--- src/rtl/dmi_port_arbiter_if.sv ---
// dmi_port_arbiter_if: level request / one-cycle ack handshake used by the
// system-side requester of the DMI port arbiter.
//   s_req/s_wr/s_addr/s_wdata : request, held until s_ack (master drives)
//   s_ack/s_rdata             : completion pulse and read data (slave drives)
interface dmi_port_arbiter_if;
  localparam int unsigned AW = 7;
  localparam int unsigned DW = 32;

  logic          s_req;
  logic          s_wr;
  logic [AW-1:0] s_addr;
  logic [DW-1:0] s_wdata;
  logic          s_ack;
  logic [DW-1:0] s_rdata;

  modport master (output s_req, s_wr, s_addr, s_wdata, input s_ack, s_rdata);
  modport slave  (input s_req, s_wr, s_addr, s_wdata, output s_ack, s_rdata);
endinterface

--- src/rtl/dmi_port_arbiter.sv ---
// dmi_port_arbiter: shares the core-side DMI register port between the JTAG
// synchronizer (one-entry buffered, cannot stall) and a system handshake
// master. Each access runs IDLE -> ISSUE -> WAIT(RD_LAT) -> DONE.
// Ports:
//   core_clk, core_rst_n          clock, async active-low reset
//   j_reg_en/_wr_en/_wr_addr/_wr_data  JTAG request pulse and payload
//   j_rd_data, j_ovf, j_ovf_clr   JTAG read data, sticky drop flag, clear
//   s_bus (slave modport)         system request/ack handshake
//   reg_en/_wr_en/_wr_addr/_wr_data, rd_data  port into the debug module
//   busy                          FSM not in IDLE
// Config macro: DMI_ARB_RR_EN selects round-robin; undefined gives fixed
// priority with the JTAG buffer always winning.
module dmi_port_arbiter #(
  parameter int unsigned RD_LAT = 1
) (
  input  logic                 core_clk,
  input  logic                 core_rst_n,
  input  logic                 j_reg_en,
  input  logic                 j_reg_wr_en,
  input  logic [6:0]           j_reg_wr_addr,
  input  logic [31:0]          j_reg_wr_data,
  output logic [31:0]          j_rd_data,
  output logic                 j_ovf,
  input  logic                 j_ovf_clr,
  dmi_port_arbiter_if.slave    s_bus,
  output logic                 reg_en,
  output logic                 reg_wr_en,
  output logic [6:0]           reg_wr_addr,
  output logic [31:0]          reg_wr_data,
  input  logic [31:0]          rd_data,
  output logic                 busy
);
  localparam int unsigned AW = 7;
  localparam int unsigned DW = 32;
  localparam int unsigned CW = 2;

  typedef enum logic [1:0] {IDLE, ISSUE, WAIT, DONE} state_e;

  state_e        state_q;
  logic [CW-1:0] cnt_q;
  logic          owner_q;   // 1: system owns the access
  logic          op_q;      // 1: write
  logic          jb_vld_q;
  logic          jb_wr_q;
  logic [AW-1:0] jb_addr_q;
  logic [DW-1:0] jb_data_q;
  logic          reg_en_q;
  logic          reg_wr_en_q;
  logic [AW-1:0] reg_addr_q;
  logic [DW-1:0] reg_data_q;
  logic [DW-1:0] j_rd_data_q;
  logic [DW-1:0] s_rdata_q;
  logic          s_ack_q;
  logic          j_ovf_q;
  logic          busy_q;
`ifdef DMI_ARB_RR_EN
  logic          ptr_q;     // 1: system was granted last
`endif

  logic j_gnt;
  logic s_gnt;
  logic jb_load;
  logic jb_drop;

  // Grant decision in IDLE plus JTAG buffer load/drop qualification
  always_comb begin
    j_gnt = 1'b0;
    s_gnt = 1'b0;
    if (state_q == IDLE) begin
`ifdef DMI_ARB_RR_EN
      if (jb_vld_q && s_bus.s_req) begin
        j_gnt = ptr_q;
        s_gnt = !ptr_q;
      end else begin
        j_gnt = jb_vld_q;
        s_gnt = s_bus.s_req;
      end
`else
      j_gnt = jb_vld_q;
      s_gnt = s_bus.s_req && !jb_vld_q;
`endif
    end
    // A grant frees the entry in the same cycle, so a pulse can refill it.
    jb_load = j_reg_en && (!jb_vld_q || j_gnt);
    jb_drop = j_reg_en && jb_vld_q && !j_gnt;
  end

  // Access sequencer, JTAG buffer and all registered outputs
  always_ff @(posedge core_clk or negedge core_rst_n) begin
    if (!core_rst_n) begin
      state_q     <= IDLE;
      cnt_q       <= '0;
      owner_q     <= 1'b0;
      op_q        <= 1'b0;
      jb_vld_q    <= 1'b0;
      jb_wr_q     <= 1'b0;
      jb_addr_q   <= '0;
      jb_data_q   <= '0;
      reg_en_q    <= 1'b0;
      reg_wr_en_q <= 1'b0;
      reg_addr_q  <= '0;
      reg_data_q  <= '0;
      j_rd_data_q <= '0;
      s_rdata_q   <= '0;
      s_ack_q     <= 1'b0;
      j_ovf_q     <= 1'b0;
      busy_q      <= 1'b0;
`ifdef DMI_ARB_RR_EN
      ptr_q       <= 1'b1;
`endif
    end else begin
      reg_en_q    <= 1'b0;
      reg_wr_en_q <= 1'b0;
      s_ack_q     <= 1'b0;

      if (jb_load) begin
        jb_vld_q  <= 1'b1;
        jb_wr_q   <= j_reg_wr_en;
        jb_addr_q <= j_reg_wr_addr;
        jb_data_q <= j_reg_wr_data;
      end else if (j_gnt) begin
        jb_vld_q  <= 1'b0;
      end

      // A new drop outranks a coincident clear.
      if (jb_drop) begin
        j_ovf_q <= 1'b1;
      end else if (j_ovf_clr) begin
        j_ovf_q <= 1'b0;
      end

      case (state_q)
        IDLE: begin
          if (j_gnt || s_gnt) begin
            state_q  <= ISSUE;
            busy_q   <= 1'b1;
            reg_en_q <= 1'b1;
            owner_q  <= s_gnt;
`ifdef DMI_ARB_RR_EN
            ptr_q    <= s_gnt;
`endif
            if (s_gnt) begin
              op_q        <= s_bus.s_wr;
              reg_wr_en_q <= s_bus.s_wr;
              reg_addr_q  <= s_bus.s_addr;
              reg_data_q  <= s_bus.s_wdata;
            end else begin
              op_q        <= jb_wr_q;
              reg_wr_en_q <= jb_wr_q;
              reg_addr_q  <= jb_addr_q;
              reg_data_q  <= jb_data_q;
            end
          end
        end
        ISSUE: begin
          state_q <= WAIT;
          cnt_q   <= CW'(RD_LAT - 1);
        end
        WAIT: begin
          if (cnt_q == '0) begin
            state_q <= DONE;
            // Response registers load here so they are visible during DONE.
            if (!op_q) begin
              if (owner_q) s_rdata_q   <= rd_data;
              else         j_rd_data_q <= rd_data;
            end
            if (owner_q) s_ack_q <= 1'b1;
          end else begin
            cnt_q <= cnt_q - CW'(1);
          end
        end
        DONE: begin
          state_q <= IDLE;
          busy_q  <= 1'b0;
        end
        default: state_q <= IDLE;
      endcase
    end
  end

  assign reg_en        = reg_en_q;
  assign reg_wr_en     = reg_wr_en_q;
  assign reg_wr_addr   = reg_addr_q;
  assign reg_wr_data   = reg_data_q;
  assign j_rd_data     = j_rd_data_q;
  assign j_ovf         = j_ovf_q;
  assign busy          = busy_q;
  assign s_bus.s_ack   = s_ack_q;
  assign s_bus.s_rdata = s_rdata_q;
endmodule

--- src/flat_wrapper.sv ---
// flat-port wrapper written by rule: the top's interface ports become plain ports
module dmi_port_arbiter_flat 
#(
  parameter int unsigned RD_LAT = 1
)
  (core_clk, core_rst_n, j_reg_en, j_reg_wr_en, j_reg_wr_addr, j_reg_wr_data, j_rd_data, j_ovf, j_ovf_clr, reg_en, reg_wr_en, reg_wr_addr, reg_wr_data, rd_data, busy, s_bus_s_req, s_bus_s_wr, s_bus_s_addr, s_bus_s_wdata, s_bus_s_ack, s_bus_s_rdata);
  dmi_port_arbiter_if s_bus_i ();
  input  logic core_clk;
  input  logic core_rst_n;
  input  logic j_reg_en;
  input  logic j_reg_wr_en;
  input  logic [6:0] j_reg_wr_addr;
  input  logic [31:0] j_reg_wr_data;
  output logic [31:0] j_rd_data;
  output logic j_ovf;
  input  logic j_ovf_clr;
  output logic reg_en;
  output logic reg_wr_en;
  output logic [6:0] reg_wr_addr;
  output logic [31:0] reg_wr_data;
  input  logic [31:0] rd_data;
  output logic busy;
  input wire logic [$bits(s_bus_i.s_req)-1:0] s_bus_s_req;
  input wire logic [$bits(s_bus_i.s_wr)-1:0] s_bus_s_wr;
  input wire logic [$bits(s_bus_i.s_addr)-1:0] s_bus_s_addr;
  input wire logic [$bits(s_bus_i.s_wdata)-1:0] s_bus_s_wdata;
  output wire logic [$bits(s_bus_i.s_ack)-1:0] s_bus_s_ack;
  output wire logic [$bits(s_bus_i.s_rdata)-1:0] s_bus_s_rdata;
  assign s_bus_i.s_req = s_bus_s_req;
  assign s_bus_i.s_wr = s_bus_s_wr;
  assign s_bus_i.s_addr = s_bus_s_addr;
  assign s_bus_i.s_wdata = s_bus_s_wdata;
  assign s_bus_s_ack = s_bus_i.s_ack;
  assign s_bus_s_rdata = s_bus_i.s_rdata;
  dmi_port_arbiter #(.RD_LAT(RD_LAT)) u_core (.core_clk(core_clk), .core_rst_n(core_rst_n), .j_reg_en(j_reg_en), .j_reg_wr_en(j_reg_wr_en), .j_reg_wr_addr(j_reg_wr_addr), .j_reg_wr_data(j_reg_wr_data), .j_rd_data(j_rd_data), .j_ovf(j_ovf), .j_ovf_clr(j_ovf_clr), .s_bus(s_bus_i), .reg_en(reg_en), .reg_wr_en(reg_wr_en), .reg_wr_addr(reg_wr_addr), .reg_wr_data(reg_wr_data), .rd_data(rd_data), .busy(busy));
endmodule
--- config.mk ---
export PLATFORM = sky130hd
export DESIGN_NAME = dmi_port_arbiter_flat
export DESIGN_NICKNAME = d
export VERILOG_FILES = /design/src/rtl/dmi_port_arbiter_if.sv /design/src/rtl/dmi_port_arbiter.sv /design/src/flat_wrapper.sv
export SDC_FILE = /design/constraint.sdc
export NUM_CORES = 1
export LEC_CHECK = 0
export BUFFER_PORTS_ARGS = -buffer_cell sky130_fd_sc_hd__buf_2
export CAP_MARGIN = 20
export CORE_MARGIN = 5
export CORE_UTILIZATION = 40
export DETAILED_ROUTE_END_ITERATION = 7
export PLACE_DENSITY_LB_ADDON = 0.1
export SYNTH_ARGS = -nofsm -noshare
export SYNTH_HDL_FRONTEND = slang
export SYNTH_SLANG_ARGS = --single-unit
export TNS_END_PERCENT = 1
--- constraint.sdc ---
create_clock -name core_clk -period 4.06 [get_ports core_clk]
set_input_delay 0.812 -clock core_clk [delete_from_list [all_inputs] [get_ports core_clk]]
set_output_delay 0.812 -clock core_clk [all_outputs]
set_load 0.02 [all_outputs]
==> results.cfg, run 1 <==
[synth]
yosysWarnings = 0
ys_async_sr_fraction = 1.00
synth_edf_count = 0
synth_fa_ha_area_frac = 0.0119
syn-num-nets = 532
yosysSeqAreaShare = 0.616
muxShareOfSynthArea = 0.206
syn_avg_cell_area_um2 = 15.4
synth_xor_area_frac = 0.00139
synth-simple-area-share = 0.0216
ys.flop_type = dfrtp_1
syn_area_mm2 = 0.00630
postSynthCellCount = 409
synth_compound_area_frac = 0.114
ys_seq_elements = 155
synth_cell_type_count = 31
synth_top_family_by_area = multiplexers

[place]
place.gp.congestion = 0.778
io_buffers = 224
dp.cells = 826
dpl.hpwl_um = 10500
place_area_mm2 = 0.00759

[clocking]
cts_buffer_depth = 2
path_clk_slew_ns = 0.06
cts-root-buf = clkbuf_16
clkSinkCount = 155
cts_setup_buffers = 0
cts_tree = done
ctsResizeCount = 0
cts_buffers = 17
clk_latency_ns = 0.42
htree_levels = 4
cts_hold_buf = 0

[sta]
fin_crit_sh = 0.569
fmax_ghz = 0.433
max_slew_margin = 0.325
fin_hold_ws_ns = 0.482
tightestPinTransition_ns = 1.01
finalSetupViolations = 0
skew_ns = 0.0114
layout_min_cycle_time_ns = 2.31
slew_violations = 0
rsz0062_at_grt = false
hold_viol = 0
finalSetupTns_ns = 0

[worst_hold_path]
hp-start = u_core.j_rd_data[13]
hp-class = reg2reg
min_to = u_core.j_rd_data[13]
whs_path_depth = 1

[grt]
gr-total-overflow = 0
grt_pass1_wl_um = 24100
grt_pass1_vias = 4704
antenna_found_initial = 1
grt_usage = 0.168
grt_max_degree = 102

[critical_path]
startpoint = u_core.state_q[0]
rr_startpoint = u_core.state_q[0]
startpoint_type = flop
rr_worst_depth = 5
crit_required_ns = 4.35
critPathKind = reg2reg
cp-end-kind = flop
reg2reg_slack_ns = 1.75
r2r-end = u_core.jb_data_q[24]
critPathArrivalTime_ns = 2.60
cp_max_fo = 40

[floorplanning]
start_util = 0.411
die_area_mm2 = 0.0184
boundaryPins = 225
die_w_um = 135
core_mm2 = 0.0153
die_h_um = 135
row_count = 45

[power_and_ir_drop]
power_switching_w = 0.00260
p_comb_frac = 0.404
irDropWorstVdd_mv = 0.363
seq_power_share = 0.372
total_power_w = 0.00735
internal_power_w = 0.00476
p_clk_frac = 0.224
swShare = 0.353
p_leak_nw = 3.85
power.density_cell_area_mw_per_mm2 = 895

[layout]
seq_area_mm2 = 0.00388
final_layout_size_suffix_gt1_frac = 0.570
layout.nets = 757
multi_input_area_mm2 = 0.00224
nFillCells = 1389
stdcell_count = 858
antenna_cells = 0
area_delta_synth_final_pct = 30.3
fin_area_mm2 = 0.00821

[job]
maxCapViolations = 0

[routing]
first_pass_iters = 4
postRouteAntennaNets = 0
drc_errors = 0
vias_per_cell = 4.90
routed_wl_um = 15100
drtIter0Drc = 103
vias = 4208
wl_per_cell_um = 17.6

[status]
status = complete, no violations
layout by cell type (no fill, tap or decap), types with 3 or more instances in the layout:
master        n
mux2_2       73
o21a_1       41
nand2b_1      4
clkinvlp_4    4
nand3_1       3
buf_4         5
mux2_4       30
clkbuf_16    17
dfrtp_1     155
clkbuf_8      4
buf_2       223
inv_1         5
ha_1          6
bufinv_16     3
o22a_1       40
nand2_1       6
area by class of cell:
type / instances / share of cell area
Clock inverter: 10 / 0.0169
Clock buffer: 22 / 0.0590
Timing Repair Buffer: 230 / 0.144
Multi-Input combinational cell: 225 / 0.273
Inverter: 5 / 0.00229
Sequential cell: 155 / 0.472
Tap cell: 211 / 0.0321
power by group through the flow:
| stage | clock [W] | sequential, W | combinational (W) |
|---|---|---|---|
| final | 0.00165 | 0.00273 | 0.00297 |
| after global routing | 0.00176 | 0.00284 | 0.00320 |
| after CTS | 0.00169 | 0.00274 | 0.00303 |
| after detailed placement | 0 | 0.00276 | 0.00302 |
| after global placement | 0 | 0.00273 | 0.00296 |
| after floorplan | 0 | 0.00337 | 0.00142 |
critical path: stages, from the launching register on:
cell,delay [ns]
dfrtp_1,0.40
inv_1,0.10
ha_1,0.29
nand2b_1,0.21
nand2_2,0.75
mux2_2,0.42
cell usage after synthesis, drive strengths merged, types with 2 or more instances:
master	instances	area share
dfrtp	155	0.62
mux2	105	0.21
o21a	41	0.049
o22a	40	0.056
buf	20	0.024
nand2	7	0.0042
ha	6	0.012
inv	5	0.0030
nand2b	5	0.0054
clkbuf	4	0.0024
nand3	3	0.0024
a21oi	2	0.0016
and2	2	0.0020
and3	2	0.0028
nor2b	2	0.0020
o21ai	2	0.0016
o31ai	2	0.0024
registers in the layout, indices dropped and copies added, names as in the netlist, 2 cells and up:
| name | flops |
|---|---|
| u_core.j_rd_data | 32 |
| u_core.reg_wr_data | 32 |
| u_core.reg_wr_addr | 7 |
| u_core.cnt_q | 2 |
| u_core.jb_data_q | 32 |
| u_core.state_q | 2 |
| u_core.s_bus.s_rdata | 32 |
| u_core.jb_addr_q | 7 |
how the worst max path moves through the flow:
stage	end	slack, ns	cells after the start
after floorplan	u_core.j_rd_data[10]	2.33	6
after global placement	u_core.jb_data_q[26]	1.82	3
after detailed placement	u_core.jb_data_q[24]	1.72	5
after CTS	u_core.jb_data_q[24]	1.72	5
after global routing	u_core.jb_addr_q[2]	1.61	5
final	u_core.jb_data_q[24]	1.75	5
cells by family after synthesis:
group | count (synthesis)
compound gates | 90
xor+xnor | 1
fa+ha+maj | 6
buf+inv | 29
flops | 155
mux | 105
simple gates | 23
stage by stage:
| stage | utilization | worst slack, ns |
|---|---|---|
| floorplan | - | 2.33 |
| global placement | 0.496 | 1.82 |
| detailed placement | 0.496 | 1.72 |
| CTS | 0.536 | 1.72 |
| global route | 0.536 | 1.61 |
| finish | 0.536 | 1.75 |
per-layer routing:
| layer | routed length [um] | vias up | GRT usage |
|---|---|---|---|
| met2 | 7340 | 142 | 0.275 |
| met3 | 1180 | 18 | 0.0605 |
| li1 | - | 1936 | - |
| met4 | 221 | 2 | 0.0610 |
| met1 | 6340 | 2110 | 0.205 |
| met5 | 11 | - | 0 |
Power figures use the tool's default switching activity.
==> run 2, diff against run 1 <==
- ABC_AREA: not set -> 1
- clock period: 4.06 -> 2.3 ns (I/O delays scaled with it)
==> results.cfg, run 2 <==
[layout]
area_delta_synth_final_pct = 28.0
nFillCells = 1650
antenna_cells = 0
final_util = 0.525
mostFrequentLayoutCells = nand2_1, buf_2, dfrtp_1, nand3_1, inv_1
layout.nets = 1114
final_layout_size_suffix_gt1_frac = 0.321
fin_area_mm2 = 0.00877
final_common_cell = nand2_1

[job]
maxCapViolations = 0

[sta]
slew_violations = 0
rsz0062_at_grt = false
tightestPinTransition_ns = 0.776
hold_viol = 0
skew_ns = 0.00765
fin_crit_sh = 0.827
finalSetupTns_ns = 0
max_slew_margin = 0.483
finalSetupViolations = 0
layout_min_cycle_time_ns = 1.90
fmax_ghz = 0.526

[routing]
drc_errors = 0
routed_wl_um = 18100
vias = 5755
drtIter0Drc = 288
vias_per_cell = 4.70
postRouteAntennaNets = 0
wl_per_cell_um = 14.8
first_pass_iters = 4

[clocking]
path_clk_slew_ns = 0.06
clk_latency_ns = 0.41
cts-root-buf = clkbuf_16
htree_levels = 4
clkSinkCount = 155
cts_tree = done
cts_buffer_depth = 2
ctsResizeCount = 0
cts_buffers = 17
cts_hold_buf = 1
cts_setup_buffers = 0

[power_and_ir_drop]
power_switching_w = 0.00570
p_leak_nw = 4.96
p_comb_frac = 0.432
p_clk_frac = 0.221
irDropWorstVdd_mv = 0.600
swShare = 0.421
total_power_w = 0.0135
seq_power_share = 0.348
internal_power_w = 0.00784
power.density_cell_area_mw_per_mm2 = 1540

[synth]
syn_avg_cell_area_um2 = 8.79
synth_area_leaders = dfrtp_1, nand2_1, o21ai_2
yosysTopAreaCellShare = 0.566
yosysSeqAreaShare = 0.566
ys_async_sr_fraction = 1.00
syn_area_mm2 = 0.00685
synth_cell_type_count = 23
yosysWarnings = 0
yosys.area.top_type = dfrtp_1
ys.flop_type = dfrtp_1
postSynthCellCount = 780
synth_edf_count = 0
yosysMostFrequentCell = nand2_1
syn-num-nets = 903
synth_common_cells = nand2_1, dfrtp_1, nand3_1
ys_seq_elements = 155

[grt]
grtUsageMet3 = 0.0610
use_met1 = 0.257
grt_pass1_vias = 5740
gr-total-overflow = 0
met2_usage = 0.287
grt_pass1_wl_um = 29700
busiest_layer = met2
grt_usage = 0.186
grt_max_degree = 65
antenna_found_initial = 1

[floorplanning]
die_w_um = 141
start_util = 0.410
boundaryPins = 225
core_mm2 = 0.0167
die_area_mm2 = 0.0199
die_h_um = 141
row_count = 47

[critical_path]
crit_required_ns = 2.64
critPathArrivalTime_ns = 2.24
startpoint_type = flop
critPathKind = reg2reg
startpoint = u_core.state_q[0]
rr_startpoint = u_core.state_q[0]
cp-end-kind = flop
cp_max_fo = 64

[place]
dpl.hpwl_um = 12700
place.gp.congestion = 0.764
place_area_mm2 = 0.00813
io_buffers = 224

[worst_hold_path]
hp-class = in2reg
hp-start = j_ovf_clr

[status]
status = complete, no violations
## run 2: cell count changes after synthesis, sizes merged, moves of 27 or more
cell | previous run | this run
nand2 | 7 | 359
mux2 | 105 | 0
o21ai | 2 | 67
nand3 | 3 | 49
inv | 5 | 46
o21a | 41 | 0
nand4 | 0 | 40
o22a | 40 | 0
buf | 20 | 47
## run 2: final cells by class
cell class | instances | area, um^2 | share of cell area
tap | 220 | 275 | 0.0314
multi-input combinational | 528 | 2480 | 0.282
inverter | 46 | 173 | 0.0197
clock inverter | 13 | 191 | 0.0218
timing repair buffer | 243 | 1340 | 0.152
sequential | 155 | 3880 | 0.442
clock buffer | 19 | 443 | 0.0505
## run 2: cell families after synthesis
kind of cell,count (synthesis),share of synthesized area
adder cells (fa/ha/maj),6,0.0110
flip-flops,155,0.566
buffers and inverters,97,0.0732
AND/OR/NAND/NOR,452,0.277
AO/OA/AOI/OAI,70,0.0725
## run 2: worst paths after layout
| path | depth (start not counted) | slack (ns) | to |
|---|---|---|---|
| max in group asynchronous | 3 | 1.09 | u_core.reg_wr_data[5] |
| hold / removal | 2 | 0.22 | u_core.j_ovf |
| hold reg to reg | 2 | 0.47 | u_core.jb_addr_q[2] |
| setup / recovery | 8 | 0.40 | u_core.j_rd_data[15] |
| min in group asynchronous | 2 | 0.54 | u_core.j_rd_data[24] |
| setup reg to reg | 8 | 0.40 | u_core.j_rd_data[15] |
## run 2: layer usage
layer / vias up / routed length, um
met1: 2636 / 8150
met4: 2 / 187
li1: 2912 / -
met5: - / 13
met2: 187 / 8330
met3: 18 / 1420
## run 2: per-stage QoR
stage / hold WS, ns / cells / worst slack [ns]
after floorplan: 0.164 / 780 / 0.859
after CTS: 0.202 / 1224 / 0.362
after detailed placement: 0.433 / 1191 / 0.385
after global routing: 0.218 / 1224 / 0.214
after global placement: 0.429 / 1191 / 0.476
final: 0.222 / 1224 / 0.398
## run 2: power by group through the flow
stage	clock network [W]	registers, W	logic [W]
finish	0.00299	0.00471	0.00585
global route	0.00318	0.00488	0.00651
CTS	0.00306	0.00472	0.00594
detailed placement	0	0.00475	0.00593
global placement	0	0.00475	0.00584
floorplan	0	0.00578	0.00303
## run 2: worst max-delay path, cell delays in order (launching register included)
cell and delay (ns):
dfrtp_1 0.39, inv_1 0.10, ha_1 0.25, inv_2 0.11, nor2_4 0.06, nand3_4 0.05, buf_4 0.61, nand2_1 0.15
o21ai_2 0.08
